## src/rtl/pll_lock_sequencer.sv

```systemverilog
// PLL power-up / relock sequencer: pulses the PLL reset, waits for a stable lock
// with timeout and bounded retries, then releases the downstream system reset.
module pll_lock_sequencer #(
   parameter  int unsigned PLL_RST_CYCLES = 10,
   parameter  int unsigned LOCK_TIMEOUT   = 10000,
   parameter  int unsigned LOCK_STABLE    = 64,
   parameter  int unsigned MAX_RETRIES    = 3,
   localparam int unsigned RW             = $clog2(MAX_RETRIES + 1)
) (
   input  logic          clk_100MHz,
   input  logic          reset,
   input  logic          pll_locked,
   input  logic          restart,
   output logic          pll_reset,
   output logic          sys_reset_n,
   output logic          ready,
   output logic          fault,
   output logic          lock_lost,
   output logic [RW-1:0] retry_count
);

   localparam int unsigned CNT_MAX_A = (PLL_RST_CYCLES > LOCK_TIMEOUT) ? PLL_RST_CYCLES : LOCK_TIMEOUT;
   localparam int unsigned CNT_MAX   = (CNT_MAX_A > LOCK_STABLE) ? CNT_MAX_A : LOCK_STABLE;
   localparam int unsigned CW        = (CNT_MAX > 1) ? $clog2(CNT_MAX) : 1;

   typedef enum logic [2:0] {
      S_RESET_PLL = 3'd0,
      S_WAIT_LOCK = 3'd1,
      S_STABILIZE = 3'd2,
      S_RUN       = 3'd3,
      S_FAULT     = 3'd4
   } state_t;

   state_t          r_state;
   state_t          w_state_nxt;
   logic [CW-1:0]   r_cnt;
   logic [CW-1:0]   w_cnt_nxt;
   logic [CW-1:0]   w_cnt_inc;
   logic [RW-1:0]   r_retry;
   logic [RW-1:0]   w_retry_nxt;
   logic            w_fail;
   logic            w_lock_lost_nxt;
   logic            r_sync1;
   logic            r_locked_s;
   logic            r_pll_reset;
   logic            r_sys_reset_n;
   logic            r_ready;
   logic            r_fault;
   logic            r_lock_lost;

   // Two-flop synchroniser for the asynchronous lock indicator
   always_ff @(posedge clk_100MHz or negedge reset) begin
      if (!reset) begin
         r_sync1    <= 1'b0;
         r_locked_s <= 1'b0;
      end else begin
         r_sync1    <= pll_locked;
         r_locked_s <= r_sync1;
      end
   end

   // Saturating increment so a long stall can never wrap the counter
   assign w_cnt_inc = (r_cnt == CW'(CNT_MAX - 1)) ? r_cnt : r_cnt + CW'(1);

   always_comb begin
      w_state_nxt     = r_state;
      w_cnt_nxt       = w_cnt_inc;
      w_retry_nxt     = r_retry;
      w_fail          = 1'b0;
      w_lock_lost_nxt = 1'b0;
      if (restart) begin
         w_state_nxt = S_RESET_PLL;
         w_cnt_nxt   = '0;
         w_retry_nxt = '0;
      end else begin
         case (r_state)
            S_RESET_PLL: begin
               if (r_cnt == CW'(PLL_RST_CYCLES - 1)) begin
                  w_state_nxt = S_WAIT_LOCK;
                  w_cnt_nxt   = '0;
               end
            end
            S_WAIT_LOCK: begin
               if (r_locked_s) begin
                  w_state_nxt = S_STABILIZE;
                  w_cnt_nxt   = '0;
               end else if (r_cnt == CW'(LOCK_TIMEOUT - 1)) begin
                  w_fail = 1'b1;
               end
            end
            S_STABILIZE: begin
               if (!r_locked_s) begin
                  w_fail = 1'b1;
               end else if (r_cnt == CW'(LOCK_STABLE - 1)) begin
                  w_state_nxt = S_RUN;
                  w_cnt_nxt   = '0;
               end
            end
            S_RUN: begin
               w_cnt_nxt = '0;
               if (!r_locked_s) begin
                  w_state_nxt     = S_RESET_PLL;
                  w_retry_nxt     = '0;
                  w_lock_lost_nxt = 1'b1;
               end
            end
            S_FAULT: begin
               w_cnt_nxt = '0;
            end
            default: begin
               w_state_nxt = S_RESET_PLL;
               w_cnt_nxt   = '0;
               w_retry_nxt = '0;
            end
         endcase
         // A failed attempt either retries the PLL reset or gives up
         if (w_fail) begin
            w_cnt_nxt = '0;
            if (r_retry == RW'(MAX_RETRIES)) begin
               w_state_nxt = S_FAULT;
            end else begin
               w_state_nxt = S_RESET_PLL;
               w_retry_nxt = r_retry + RW'(1);
            end
         end
      end
   end

   // State and outputs, with outputs decoded from the next state
   always_ff @(posedge clk_100MHz or negedge reset) begin
      if (!reset) begin
         r_state       <= S_RESET_PLL;
         r_cnt         <= '0;
         r_retry       <= '0;
         r_pll_reset   <= 1'b1;
         r_sys_reset_n <= 1'b0;
         r_ready       <= 1'b0;
         r_fault       <= 1'b0;
         r_lock_lost   <= 1'b0;
      end else begin
         r_state       <= w_state_nxt;
         r_cnt         <= w_cnt_nxt;
         r_retry       <= w_retry_nxt;
         r_pll_reset   <= (w_state_nxt == S_RESET_PLL) || (w_state_nxt == S_FAULT);
         r_sys_reset_n <= (w_state_nxt == S_RUN);
         r_ready       <= (w_state_nxt == S_RUN);
         r_fault       <= (w_state_nxt == S_FAULT);
         r_lock_lost   <= w_lock_lost_nxt;
      end
   end

   assign pll_reset   = r_pll_reset;
   assign sys_reset_n = r_sys_reset_n;
   assign ready       = r_ready;
   assign fault       = r_fault;
   assign lock_lost   = r_lock_lost;
   assign retry_count = r_retry;

endmodule

```

## config.mk

```make
export PLATFORM = sky130hd
export DESIGN_NAME = pll_lock_sequencer
export DESIGN_NICKNAME = d
export VERILOG_FILES = /design/src/rtl/pll_lock_sequencer.sv
export SDC_FILE = /design/constraint.sdc
export NUM_CORES = 1
export LEC_CHECK = 0
export BUFFER_PORTS_ARGS = -buffer_cell sky130_fd_sc_hd__buf_2
export CORE_MARGIN = 1
export CORE_UTILIZATION = 50
export DETAILED_ROUTE_END_ITERATION = 16
export GPL_TIMING_DRIVEN = 0
export PLACE_DENSITY = 0.73
export SYNTH_ARGS = -nofsm -noshare
export SYNTH_HDL_FRONTEND = slang
export SYNTH_SLANG_ARGS = --single-unit
```

## constraint.sdc

```tcl
create_clock -name clk_100MHz -period 2.08 [get_ports clk_100MHz]
set_input_delay 0.208 -clock clk_100MHz [delete_from_list [all_inputs] [get_ports clk_100MHz]]
set_output_delay 0.208 -clock clk_100MHz [all_outputs]
set_load 0.02 [all_outputs]
```

==> metrics <==
Hold Fails Final Rpt 0; port buffer count 9; GPL Wtd Cong a little under 0.9; total number of vias roughly 1000; multiplexer area fraction after synthesis 0.0110; final std cell area, no fill 1540 um^2; worst-margin pin slew 528 ps; IO Count 11; post-synthesis adder-cell area fraction 0.0276; Post-Syn Area 1360 um^2; initial antenna violation count 0; Root Buffer clkbuf_4; Pleak 0.724 nW; internal power 0.000596 W; chip width around 54 um; first-pass GRT wire length ~4500 um; synth top area cells dfrtp_1, nor2_1, xor2_1; Placement Setup Slack about 110 ps; final setup vio count 0; clock tree buffer depth 2; row count 18; Layout Skew 1.29 ps; most frequent cell after synthesis nor2_1; yosys warns 0; XOR/XNOR share of the synthesized area 0.0772; pin count of the biggest net entering global routing 26; Post-synth EDFFs 0; Core Util, Final 0.610; WL final 2550 um; Post-DP Area roughly 1400 um^2; Sw Ratio 0.229; grt ovf 0; MaxCap Viol Count 0; PwrDens 503 nW/um^2; Chip Height roughly 54 um; FF-to-FF Start r_state[1]; main combinational cell family by area after synthesis simple AND/OR/NAND/NOR gates; Placed Instances 177; R2R Path End r_cnt[1]; drt first pass iters 4; Clock Latency Late Sink 310 ps; Final Cycle Share 0.921; Clk pin slew, worst setup/hold paths 130 ps; worst hold path class in -> reg; vias in the first global route 1019; CTS tree built; Worst EP required roughly 2300 ps; cell accounting for the most synthesized area dfrtp_1; DP HPWL 1850 um; status complete, no violations; synthesis-stage register bit count 25; Clock Sinks 25; clock share of power 0.276; setup TNS 0 ps; Simple-Gate Fraction of Synth Area 0.286; switching power ~0.00018 W; fin cells 188; core area around 2500 um^2; Max Fanout on Critical Path 7; Yosys top cell area share 0.441; min cycle time layout ~1900 ps; Syn-to-layout area delta 13.0%; Fill cells between 200 and 250; full die area slightly below 3000 um^2; Avg Inst Size Synth about 10 um^2; DRC errors left 0; n_diodes 0; total CTS buffers 3; Fmax 522 MHz; sequential share of the synthesized area 0.460; GRT Util Overall 0.214; share of layout cells above drive strength 1 0.215; Nets about 170; WL/cell 13.5 um; final worst slack 165 ps; Starting DRT DRC Count 28; Synth Flop Type dfrtp_1; WHS Endpoint r_state[0]; Worst EP arrival 2140 ps; Commonest cells post-synth nor2_1, dfrtp_1, nand2_1; Final Max Slew Viols 0; worst hold path depth 2; depth of the most critical reg-to-reg path 6; Post-Syn Nets between 100 and 150; synth unique cells 37; Slew headroom 0.648; Crit Path Class reg -> reg; initial core utilization 0.540; Reg power frac 0.649; r2r setup slk 160 ps; beginning of the worst hold path restart; RSZ-0062 raised after global routing false; cell count after synthesis approximately 140; Critical Path End Type flop; via-per-instance ratio 5.57; largest vdd supply drop 0.488 mV; startpoint types flop; combinational power share 0.075; Final ANT Viol Nets 0; share of flip-flops with an asynchronous set or reset 1.00; H-tree depth 1; compound-gate portion of the synthesized area 0.0855
metal layers:
metal / vias up / wire length, um / GRT usage
li1: 514 / - / -
met1: 508 / 1240 / 0.295
met2: 22 / 1210 / 0.341
met3: 4 / 70 / 0.0254
met4: 0 / 28 / 0.0812
met5: - / 0 / 0
kinds of logic after synthesis:
group	count (synthesis)
mux	1
flops	25
xor+xnor	12
fa+ha+maj	3
buf+inv	11
compound gates	14
simple gates	72
registers in the layout (all words and copies together) (netlist names):
register     count
fault            1
lock_lost        1
pll_reset        1
r_cnt           14
r_locked_s       1
r_state          3
r_sync1          1
ready            1
retry_count      2
layout by cell type, fill, tap and decap left out, types with 2 or more instances in the layout:
cell	count
inv_1	5
a21oi_1	3
nor2_1	26
clkbuf_4	3
nand2_1	15
dlygate4sd3_1	2
nor4_1	3
xor2_1	7
nand3_1	5
buf_6	2
xnor2_1	5
and3_1	4
dfrtp_1	24
nor2b_1	2
a211oi_1	2
buf_4	9
nor3_1	5
buf_2	9
ha_1	2
and4_1	3
critical path, cell delays in order (launching register included):
cell,delay (ps)
dfrtp_1,490
or4b_4,580
nor2_1,120
nand2_1,60
o211a_1,190
buf_4,160
a211oi_1,230
power by group through the flow:
stage	clock network (W)	logic, W	registers, W
after floorplan	0	0.0000265	0.000509
after detailed placement	0	0.0000439	0.000511
after CTS	0.000220	0.0000471	0.000502
after global placement	0	0.0000423	0.000510
final	0.000213	0.0000578	0.000502
after global routing	0.000238	0.0000668	0.000503
area by class of cell:
type	count	area, um^2	share of cell area
Buffer	6	52.6	0.0342
Clock buffer	4	26.3	0.0171
Inverter	5	18.8	0.0122
Multi-Input combinational cell	102	673	0.438
Sequential cell	25	627	0.408
Tap cell	30	37.5	0.0244
Timing Repair Buffer	16	103	0.0667
through the flow:
stage          hold slack [ps]  total power [W]
4_1_cts                   55.2         0.000769
3_3_place_gp               220         0.000553
2_1_floorplan            -87.6         0.000536
6_report                  60.1         0.000773
3_5_place_dp               224         0.000555
5_1_grt                   58.1         0.000808
worst max-delay path by stage:
stage	cells past startpoint	start	end	slack, ps
after floorplan	7	r_cnt[0]	r_cnt[0]	340
after global placement	7	r_cnt[0]	r_cnt[0]	140
after detailed placement	7	r_cnt[0]	r_cnt[5]	110
after CTS	7	r_cnt[0]	r_cnt[5]	90
after global routing	6	r_state[1]	r_cnt[1]	20
final	6	r_state[1]	r_cnt[1]	160
what timing repair did:
action,CTS,global route
hold buffers,2,0
setup buffers,0,5
resized for setup,0,2
endpoints found under the hold margin,25,0
endpoints found under the setup margin,0,10
(Power assumes the default switching activity.)
